[src/rtl/mcs_pkg.sv]
// Shared types and constants for the multicycle stage sequencer.
// Provides the state enum, the stage index map and the state-to-stage-enable decode.
package mcs_pkg;

    typedef enum logic [2:0] {
        ST_IDLE,
        ST_IF,
        ST_ID,
        ST_EX,
        ST_MEM,
        ST_WB,
        ST_HALT,
        ST_ERR
    } seqState_t;

    localparam int NUM_STAGES = 5;
    localparam int STG_IF     = 0;
    localparam int STG_ID     = 1;
    localparam int STG_EX     = 2;
    localparam int STG_MEM    = 3;
    localparam int STG_WB     = 4;

    // Non-stage states (IDLE/HALT/ERR) decode to all zeros.
    function automatic logic [NUM_STAGES-1:0] stageOneHot(input seqState_t s);
        logic [NUM_STAGES-1:0] oh;
        oh = '0;
        case (s)
            ST_IF:   oh[STG_IF]  = 1'b1;
            ST_ID:   oh[STG_ID]  = 1'b1;
            ST_EX:   oh[STG_EX]  = 1'b1;
            ST_MEM:  oh[STG_MEM] = 1'b1;
            ST_WB:   oh[STG_WB]  = 1'b1;
            default: oh = '0;
        endcase
        return oh;
    endfunction

endpackage

[src/rtl/mcs_wait_timer.sv]
// Counts consecutive cycles with an outstanding, un-acknowledged memory request.
// timeout fires combinationally on the WAIT_MAX-th such cycle.
module mcs_wait_timer #(
    parameter int WAIT_MAX = 15
) (
    input  logic clock,
    input  logic reset_n,
    input  logic clear,
    input  logic req,
    input  logic ack,
    output logic timeout
);

    localparam int TW = $clog2(WAIT_MAX + 1);

    logic [TW-1:0] waitCnt;
    logic          waiting;

    assign waiting = req & ~ack;
    assign timeout = waiting && (waitCnt == TW'(WAIT_MAX - 1));

    always_ff @(posedge clock) begin
        if (!reset_n || clear || !waiting) begin
            waitCnt <= '0;
        end else begin
            waitCnt <= waitCnt + TW'(1);
        end
    end

endmodule

[src/rtl/multicycle_stage_sequencer.sv]
// One-hot IF/ID/EX/MEM/WB stage-enable sequencer with memory handshakes, halt and timeout error.
// Define SEQ_PERF_EN to add the cycle_cnt / stall_cnt performance counters.
module multicycle_stage_sequencer
    import mcs_pkg::*;
#(
    parameter int CNT_W    = 32,
    parameter int WAIT_MAX = 15
) (
    input  logic                  clock,
    input  logic                  reset_n,
    input  logic                  start,
    input  logic                  jump,
    input  logic                  branch,
    input  logic                  mem_read,
    input  logic                  mem_write,
    input  logic                  reg_w,
    input  logic                  stop,
    input  logic                  imem_ack,
    input  logic                  dmem_ack,
    output logic [NUM_STAGES-1:0] stage_en,
    output logic                  imem_req,
    output logic                  dmem_req,
    output logic                  pc_we,
    output logic                  rf_we,
    output logic                  halted,
    output logic                  err,
    output logic [CNT_W-1:0]      retired
`ifdef SEQ_PERF_EN
    ,
    output logic [CNT_W-1:0]      cycle_cnt,
    output logic [CNT_W-1:0]      stall_cnt
`endif
);

    seqState_t state;
    seqState_t nextState;
    logic      pcWe;
    logic      rfWe;
    logic      reqActive;
    logic      ackActive;
    logic      timeout;

    assign stage_en  = stageOneHot(state);
    assign imem_req  = (state == ST_IF);
    assign dmem_req  = (state == ST_MEM);
    assign halted    = (state == ST_HALT);
    assign err       = (state == ST_ERR);
    assign pc_we     = pcWe;
    assign rf_we     = rfWe;

    // One timer serves both fetch and data waits since they never overlap.
    assign reqActive = imem_req | dmem_req;
    assign ackActive = (imem_req & imem_ack) | (dmem_req & dmem_ack);

    mcs_wait_timer #(
        .WAIT_MAX (WAIT_MAX)
    ) uWaitTimer (
        .clock   (clock),
        .reset_n (reset_n),
        .clear   (nextState != state),
        .req     (reqActive),
        .ack     (ackActive),
        .timeout (timeout)
    );

    always_ff @(posedge clock) begin
        if (!reset_n) begin
            state <= ST_IDLE;
        end else begin
            state <= nextState;
        end
    end

    always_comb begin
        nextState = state;
        pcWe      = 1'b0;
        rfWe      = 1'b0;
        case (state)
            ST_IDLE: begin
                if (start) nextState = ST_IF;
            end
            ST_IF: begin
                if (imem_ack)     nextState = ST_ID;
                else if (timeout) nextState = ST_ERR;
            end
            ST_ID: begin
                if (stop) begin
                    nextState = ST_HALT;
                end else if (jump) begin
                    pcWe      = 1'b1;
                    nextState = ST_IF;
                end else begin
                    nextState = ST_EX;
                end
            end
            ST_EX: begin
                if (branch) begin
                    pcWe      = 1'b1;
                    nextState = ST_IF;
                end else if (mem_read && mem_write) begin
                    nextState = ST_ERR;
                end else if (mem_read || mem_write) begin
                    nextState = ST_MEM;
                end else if (reg_w) begin
                    nextState = ST_WB;
                end else begin
                    pcWe      = 1'b1;
                    nextState = ST_IF;
                end
            end
            ST_MEM: begin
                if (dmem_ack) begin
                    if (mem_read && reg_w) begin
                        nextState = ST_WB;
                    end else begin
                        pcWe      = 1'b1;
                        nextState = ST_IF;
                    end
                end else if (timeout) begin
                    nextState = ST_ERR;
                end
            end
            ST_WB: begin
                rfWe      = reg_w;
                pcWe      = 1'b1;
                nextState = ST_IF;
            end
            ST_HALT: nextState = ST_HALT;
            ST_ERR:  nextState = ST_ERR;
            default: nextState = ST_IDLE;
        endcase
    end

    always_ff @(posedge clock) begin
        if (!reset_n) begin
            retired <= '0;
        end else if (pcWe) begin
            retired <= retired + CNT_W'(1);
        end
    end

`ifdef SEQ_PERF_EN
    logic running;
    assign running = (state != ST_IDLE) && (state != ST_HALT) && (state != ST_ERR);

    always_ff @(posedge clock) begin
        if (!reset_n) begin
            cycle_cnt <= '0;
            stall_cnt <= '0;
        end else begin
            if (running)                  cycle_cnt <= cycle_cnt + CNT_W'(1);
            if (reqActive && !ackActive)  stall_cnt <= stall_cnt + CNT_W'(1);
        end
    end
`endif

endmodule

[config.mk]
export PLATFORM = sky130hd
export DESIGN_NAME = multicycle_stage_sequencer
export DESIGN_NICKNAME = d
export VERILOG_FILES = /design/src/rtl/mcs_pkg.sv /design/src/rtl/mcs_wait_timer.sv /design/src/rtl/multicycle_stage_sequencer.sv
export SDC_FILE = /design/constraint.sdc
export NUM_CORES = 1
export LEC_CHECK = 0
export CORE_MARGIN = 10
export CORE_UTILIZATION = 49
export DETAILED_ROUTE_END_ITERATION = 10
export PLACE_DENSITY = 0.79
export SLEW_MARGIN = 20
export SYNTH_ARGS = -nofsm -noshare
export SYNTH_HDL_FRONTEND = slang
export SYNTH_SLANG_ARGS = --single-unit
[constraint.sdc]
create_clock -name clock -period 2.73 [get_ports clock]
set_input_delay 0.6825 -clock clock [delete_from_list [all_inputs] [get_ports clock]]
set_output_delay 0.6825 -clock clock [all_outputs]
set_load 0.01 [all_outputs]
# Word level (Yosys, flattened, before mapping)
# Cells that the tools add are included.
[classes]
n_mux = 27
n_reduce_logical = 9
eq_ne = 9
bitwise_logic = 6
n_addsub = 2
[ops]
columns = ["operator", "count"]
rows = [
  ["$add A32 B1 Y32 const B", 1],
  ["$mux W3", 10],
  ["$pmux W3 S8", 1],
  ["$mux W1", 14],
  ["$eq A3 B3 Y1 const B", 4],
  ["$eq A3 B2 Y1 const B", 2],
  ["$add A4 B1 Y4 const B", 1],
  ["$eq A4 B4 Y1 const B", 1],
  ["$pmux W1 S4", 1],
  ["$and A1 B1 Y1", 3],
  ["$eq A3 B1 Y1 const B", 1],
  ["$logic_and A1 B1 Y1", 3],
  ["$logic_not A3 Y1", 1],
  ["$logic_or A1 B1 Y1", 3],
  ["$ne A3 B3 Y1", 1],
  ["$logic_not A1 Y1", 2],
  ["$mux W2", 1],
  ["$or A1 B1 Y1", 2],
  ["$not A1 Y1", 1],
]
[word_totals]
inputBits = 11
output_inout_bits = 43
ff_bits = 39

# Depth between registers and ports, before layout
[depth]
ltp_word = 12
mapped_depth = 9
mapped_depth_nobuf = 8

# Hierarchy
# From an unflattened synthesis, not the netlist that was laid out.
[unflattened]
cells_unflattened = 286
area_unflattened_um2 = 2322.2
[by_module_without_submodules]
columns = ["mod", "instances", "area_per_inst_um2", "cells_each"]
rows = [
  ["multicycle_stage_sequencer", 1, 2135.8, 269],
  ["mcs_wait_timer", 1, 186.4, 17],
]

# Worst setup path after synthesis
# No wires, ideal clock.
[synth_timing]
kind = "input to output"
start = "in mem_read"
end = "out pc_we"
cell_stages = 6
slack_ns = 0.177
required_time_ns = 2.047
arrival_time_ns = 1.870
path_cell_list = "inv_1 -> ha_1 -> nor3b_1 -> o21a_1 -> o31ai_1 -> inv_1"
[synth_between]
elab_chain_len = 5
[synth_lines]
columns = ["element", "line", "rtl"]
rows = [
  ["start, declared", "multicycle_stage_sequencer.sv:14", "input logic mem_read,"],
  ["$logic_or A1 B1 Y1", "multicycle_stage_sequencer.sv:102", "end else if (mem_read || mem_write) begin"],
  ["$mux W1", "multicycle_stage_sequencer.sv:102", ""],
  ["$mux W1", "multicycle_stage_sequencer.sv:100", "end else if (mem_read && mem_write) begin"],
  ["$mux W1", "multicycle_stage_sequencer.sv:97", "if (branch) begin"],
  ["$pmux W1 S4 *", "multicycle_stage_sequencer.sv:78", "case (state)"],
  ["end, declared", "multicycle_stage_sequencer.sv:23", "output logic pc_we,"],
]
# Mark *: on every way between the ends. The rest lies on a longest branch, timed or not.

# Worst setup path after layout
[layout_timing]
start = "in dmem_ack"
end = "out pc_we"
[layout_between]
elab_chain_len = 2
[layout_lines]
columns = ["element", "line", "rtl"]
rows = [
  ["start, declared", "multicycle_stage_sequencer.sv:19", "input logic dmem_ack,"],
  ["$mux W1", "multicycle_stage_sequencer.sv:112", "if (dmem_ack) begin"],
  ["$pmux W1 S4", "multicycle_stage_sequencer.sv:78", ""],
]
# No other way between the ends.

==> tab_implementation.tex <==
\begin{tabular}{lr}
\hline
Metric & Value \\
\hline
\multicolumn{2}{l}{\textbf{Run status}} \\
Result of the run & finished, final reports clean \\
\multicolumn{2}{l}{\textbf{CTS}} \\
Buffer depth of the longest clock path & 2 \\
CTS tree & built \\
Number of clock buffers inserted by TritonCTS & 5 \\
Root buffer cell & clkbuf\_8 \\
Number of sinks handled by clock tree synthesis & 39 \\
Clock transition at the registers of the reported paths & 0.07 ns \\
Buffers inserted during post-CTS setup optimization & 0 \\
Number of H-tree levels & 2 \\
Clk Latency, worst-skew pair & 0.29 ns \\
\multicolumn{2}{l}{\textbf{Global routing}} \\
Global-route wire length before repair & 10250 um \\
Pin count of the biggest net entering global routing & 29 \\
Vias in the first global route & 2149 \\
GRT overflow & 0 \\
Overall fraction of global-route tracks in use & 16.05\% \\
Antenna violations before repair & 0 \\
\multicolumn{2}{l}{\textbf{Route}} \\
DRC violations left & 0 \\
DRT Pass-1 Iters & 4 \\
Post-detailed-route wirelength per cell & 15.09 um \\
Total vias in the final route & 2311 \\
ANT nets after route & 0 \\
Post-detailed-route via-to-cell ratio & 5.880 \\
DRT iter0 DRCs & 127 \\
Final wirelength & 5930 um \\
\multicolumn{2}{l}{\textbf{Timing}} \\
Min setup slack post-route & 0.1204 ns \\
TNS Setup & 0 ns \\
Final hold violation count & 0 \\
RSZ-0062 raised after global routing & no \\
Layout Skew & 0.003836 ns \\
Total setup violations reported at the end of the flow & 0 \\
Max-slew headroom at the worst pin & 71.97\% \\
Worst slew pin tran & 0.4098 ns \\
Clock period minus final worst setup slack & 2.610 ns \\
Period utilisation layout & 95.59\% \\
Final max-slew violation count & 0 \\
Max Fclk & 0.3832 GHz \\
\multicolumn{2}{l}{\textbf{Synthesis}} \\
Async SR Flop Fraction & 0\% \\
Post-synth EDFFs & 0 \\
Netlist area before placement & 0.002215 mm2 \\
Area share of the leading cell type in the synthesized netlist & 35.25\% \\
Area contributors post-synth & dfxtp\_1, a21oi\_1, o31ai\_1, or4\_1, ha\_1 \\
Number of synthesized register bits & 39 \\
Number of distinct library cell variants in the gate-level netlist after synthesis & 48 \\
Net count of the mapped netlist & 288 \\
Sequential share of the synthesized area & 35.25\% \\
Largest area contributor in the synthesized netlist & dfxtp\_1 \\
Cell with the most instances after synthesis & dfxtp\_1 \\
Most common library cells after synthesis & dfxtp\_1, a21oi\_1, o31ai\_1 \\
Yosys warning total & 0 \\
Top FF cell, synth & dfxtp\_1 \\
Synthesized instance count & 269 \\
Mapped Avg Cell Area & 8.233 um2 \\
\multicolumn{2}{l}{\textbf{Min path}} \\
Number of cells traversed by the worst hold path & 1 \\
Worst Min Path Start & uWaitTimer.waitCnt[0] \\
Endpoint of the worst hold path & uWaitTimer.waitCnt[0] \\
Worst Hold Class & flop to flop \\
\multicolumn{2}{l}{\textbf{Worst setup path}} \\
Maximum cell stage delay along the critical path & 0.43 ns \\
Slowest CP cell & clkdlybuf4s50\_1 \\
Reg-to-reg critical path endpoint & retired[18] \\
Endpoint arrival time on the critical path & 1.93 ns \\
Ordered list of cells on the worst path & clkdlybuf4s50\_1 > a21boi\_1 > o21a\_1 > o31ai\_4 > inv\_2 > buf\_6 \\
Element type at the critical path start & input port \\
Kind of capture point of the worst setup path & primary output \\
Required time at the worst-slack endpoint & 2.05 ns \\
Critical setup path kind & input port to primary output \\
Reg2Reg Launch Point & state[1] \\
Number of cells traversed by the worst register-to-register path & 7 \\
Register-to-register setup slack & 0.45 ns \\
Highest fanout seen on the critical path & 2 \\
Crit path max-delay family & buffers and inverters \\
Number of buffer and inverter instances along the worst setup path & 3 \\
\multicolumn{2}{l}{\textbf{Pwr}} \\
Fraction of power consumed by sequential logic & 37.7\% \\
Leakage power of the design & 1.068 nW \\
Peak supply drop & 0.4765 mV \\
Switching share of power & 33.92\% \\
Power density over the cells & 551.8 mW/mm2 \\
Switching power & 0.5717 mW \\
Cell-internal power & 1.114 mW \\
Share of total power in the clock network & 25.4\% \\
Share of power burned in combinational logic & 36.9\% \\
\multicolumn{2}{l}{\textbf{Die}} \\
I/O pin total & 54 \\
DIE AREA & 0.007609 mm2 \\
Placeable core area & 0.004354 mm2 \\
Die height & 87.23 um \\
Core Rows & 24 \\
Initial core utilization & 50.86\% \\
Die X & 87.23 um \\
\multicolumn{2}{l}{\textbf{Job}} \\
Reported max-cap violation count & 0 \\
\multicolumn{2}{l}{\textbf{Final layout}} \\
Layout cell share with drive strength beyond 1 & 13.78\% \\
Antenna diode count & 0 \\
Non-Filler Instances & 393 \\
Total Nets Final & 359 \\
Area Growth Syn to Fin & 37.91\% \\
Number of filler cells placed in the layout & 371 \\
\multicolumn{2}{l}{\textbf{Placement}} \\
IO buf count & 53 \\
Final weighted congestion in routability-driven placement & 0.8919 \\
Detailed-placement wirelength estimate & 4464 um \\
Place WS & -0.7138 ns \\
Number of placed cells counting well taps & 385 \\
\hline
\end{tabular}
worst register-to-register path, cell delays in order, from the launching register on:
cell      delay (ns)
dfxtp_1         0.45
or3b_4          0.43
clkinv_2        0.08
nand2_1         0.05
a311o_1         0.38
buf_12          0.17
or4_1           0.53
a21oi_2         0.14
worst max path at each step:
stage,cells past startpoint,startpoint,to
final,6,dmem_ack,pc_we
after global routing,6,dmem_ack,pc_we
after CTS,6,dmem_ack,pc_we
after detailed placement,8,mem_read,pc_we
after global placement,8,mem_read,pc_we
after floorplan,6,mem_read,pc_we
logic make-up after synthesis:
group	after synthesis	synth area share [%]
simple gates	107	28.53
compound gates	79	23.16
flops	39	35.25
buf+inv	30	6.045
fa+ha+maj	8	4.520
xor+xnor	4	1.582
mux	2	0.9040
repair_timing:
action | 4_1_cts | 5_1_grt
pin swaps | 2 | 3
setup endpoints to repair | 13 | 9
hold buffers | 0 | 0
resized for setup | 11 | 7
cell usage in the layout (no fill, tap or decap), types with 2 or more instances in the layout:
cell type / n
clkdlybuf4s50_1: 49
dfxtp_1: 39
a21oi_1: 29
buf_4: 25
o31ai_1: 17
nand2_1: 16
or4_1: 16
inv_1: 13
nor2_1: 11
nand3_1: 11
o21ai_0: 9
or3_1: 8
ha_1: 8
nand2b_1: 7
nand4_1: 7
clkbuf_8: 7
and3_1: 6
and4_1: 5
o21ai_1: 5
nor3_1: 5
nor2b_1: 3
and2_1: 3
nand3b_1: 3
o21a_1: 2
xor2_1: 2
mux2i_1: 2
xnor2_1: 2
or3b_2: 2
o311ai_1: 2
clkbuf_2: 2
sequential cells by signal, indices dropped and copies added, names as in the netlist:
name	cells
retired	32
uWaitTimer.waitCnt	4
state	3
metal layers:
layer	vias up	GRT usage (%)	share of wire, %
li1	1157	-	-
met1	1093	20.37	44
met2	54	26.18	49
met3	7	4.307	6.0
met4	0	4.058	1.1
met5	-	0	0
area by class of cell:
cell class              count  area, um2  share of cell area [%]
clock buffers               8      100.1                   3.277
repair buffers             79      728.2                   23.84
well taps                  52      65.06                   2.130
inverters                  15      57.56                   1.884
flip-flops and latches     39      780.7                   25.56
multi-input cells         200       1323                   43.30
per-stage QoR:
stage,total power [mW],instance area [um2],hold slack (ns),utilization [%]
global placement,1.240,2942,0.4760,67.56
finish,1.685,3054,0.4853,70.14
detailed placement,1.246,2942,0.4812,67.56
CTS,1.681,3052,0.4915,70.09
global route,1.779,3054,0.5167,70.14
floorplan,1.007,2215,0.4556,-
power groups by stage:
stage	Clock, mW	Sequential, mW	Combinational, mW
2_1_floorplan	0	0.637	0.370
3_3_place_gp	0	0.647	0.593
3_5_place_dp	0	0.649	0.597
4_1_cts	0.432	0.635	0.613
5_1_grt	0.462	0.641	0.677
6_report	0.428	0.636	0.622
(Power assumes the default switching activity.)
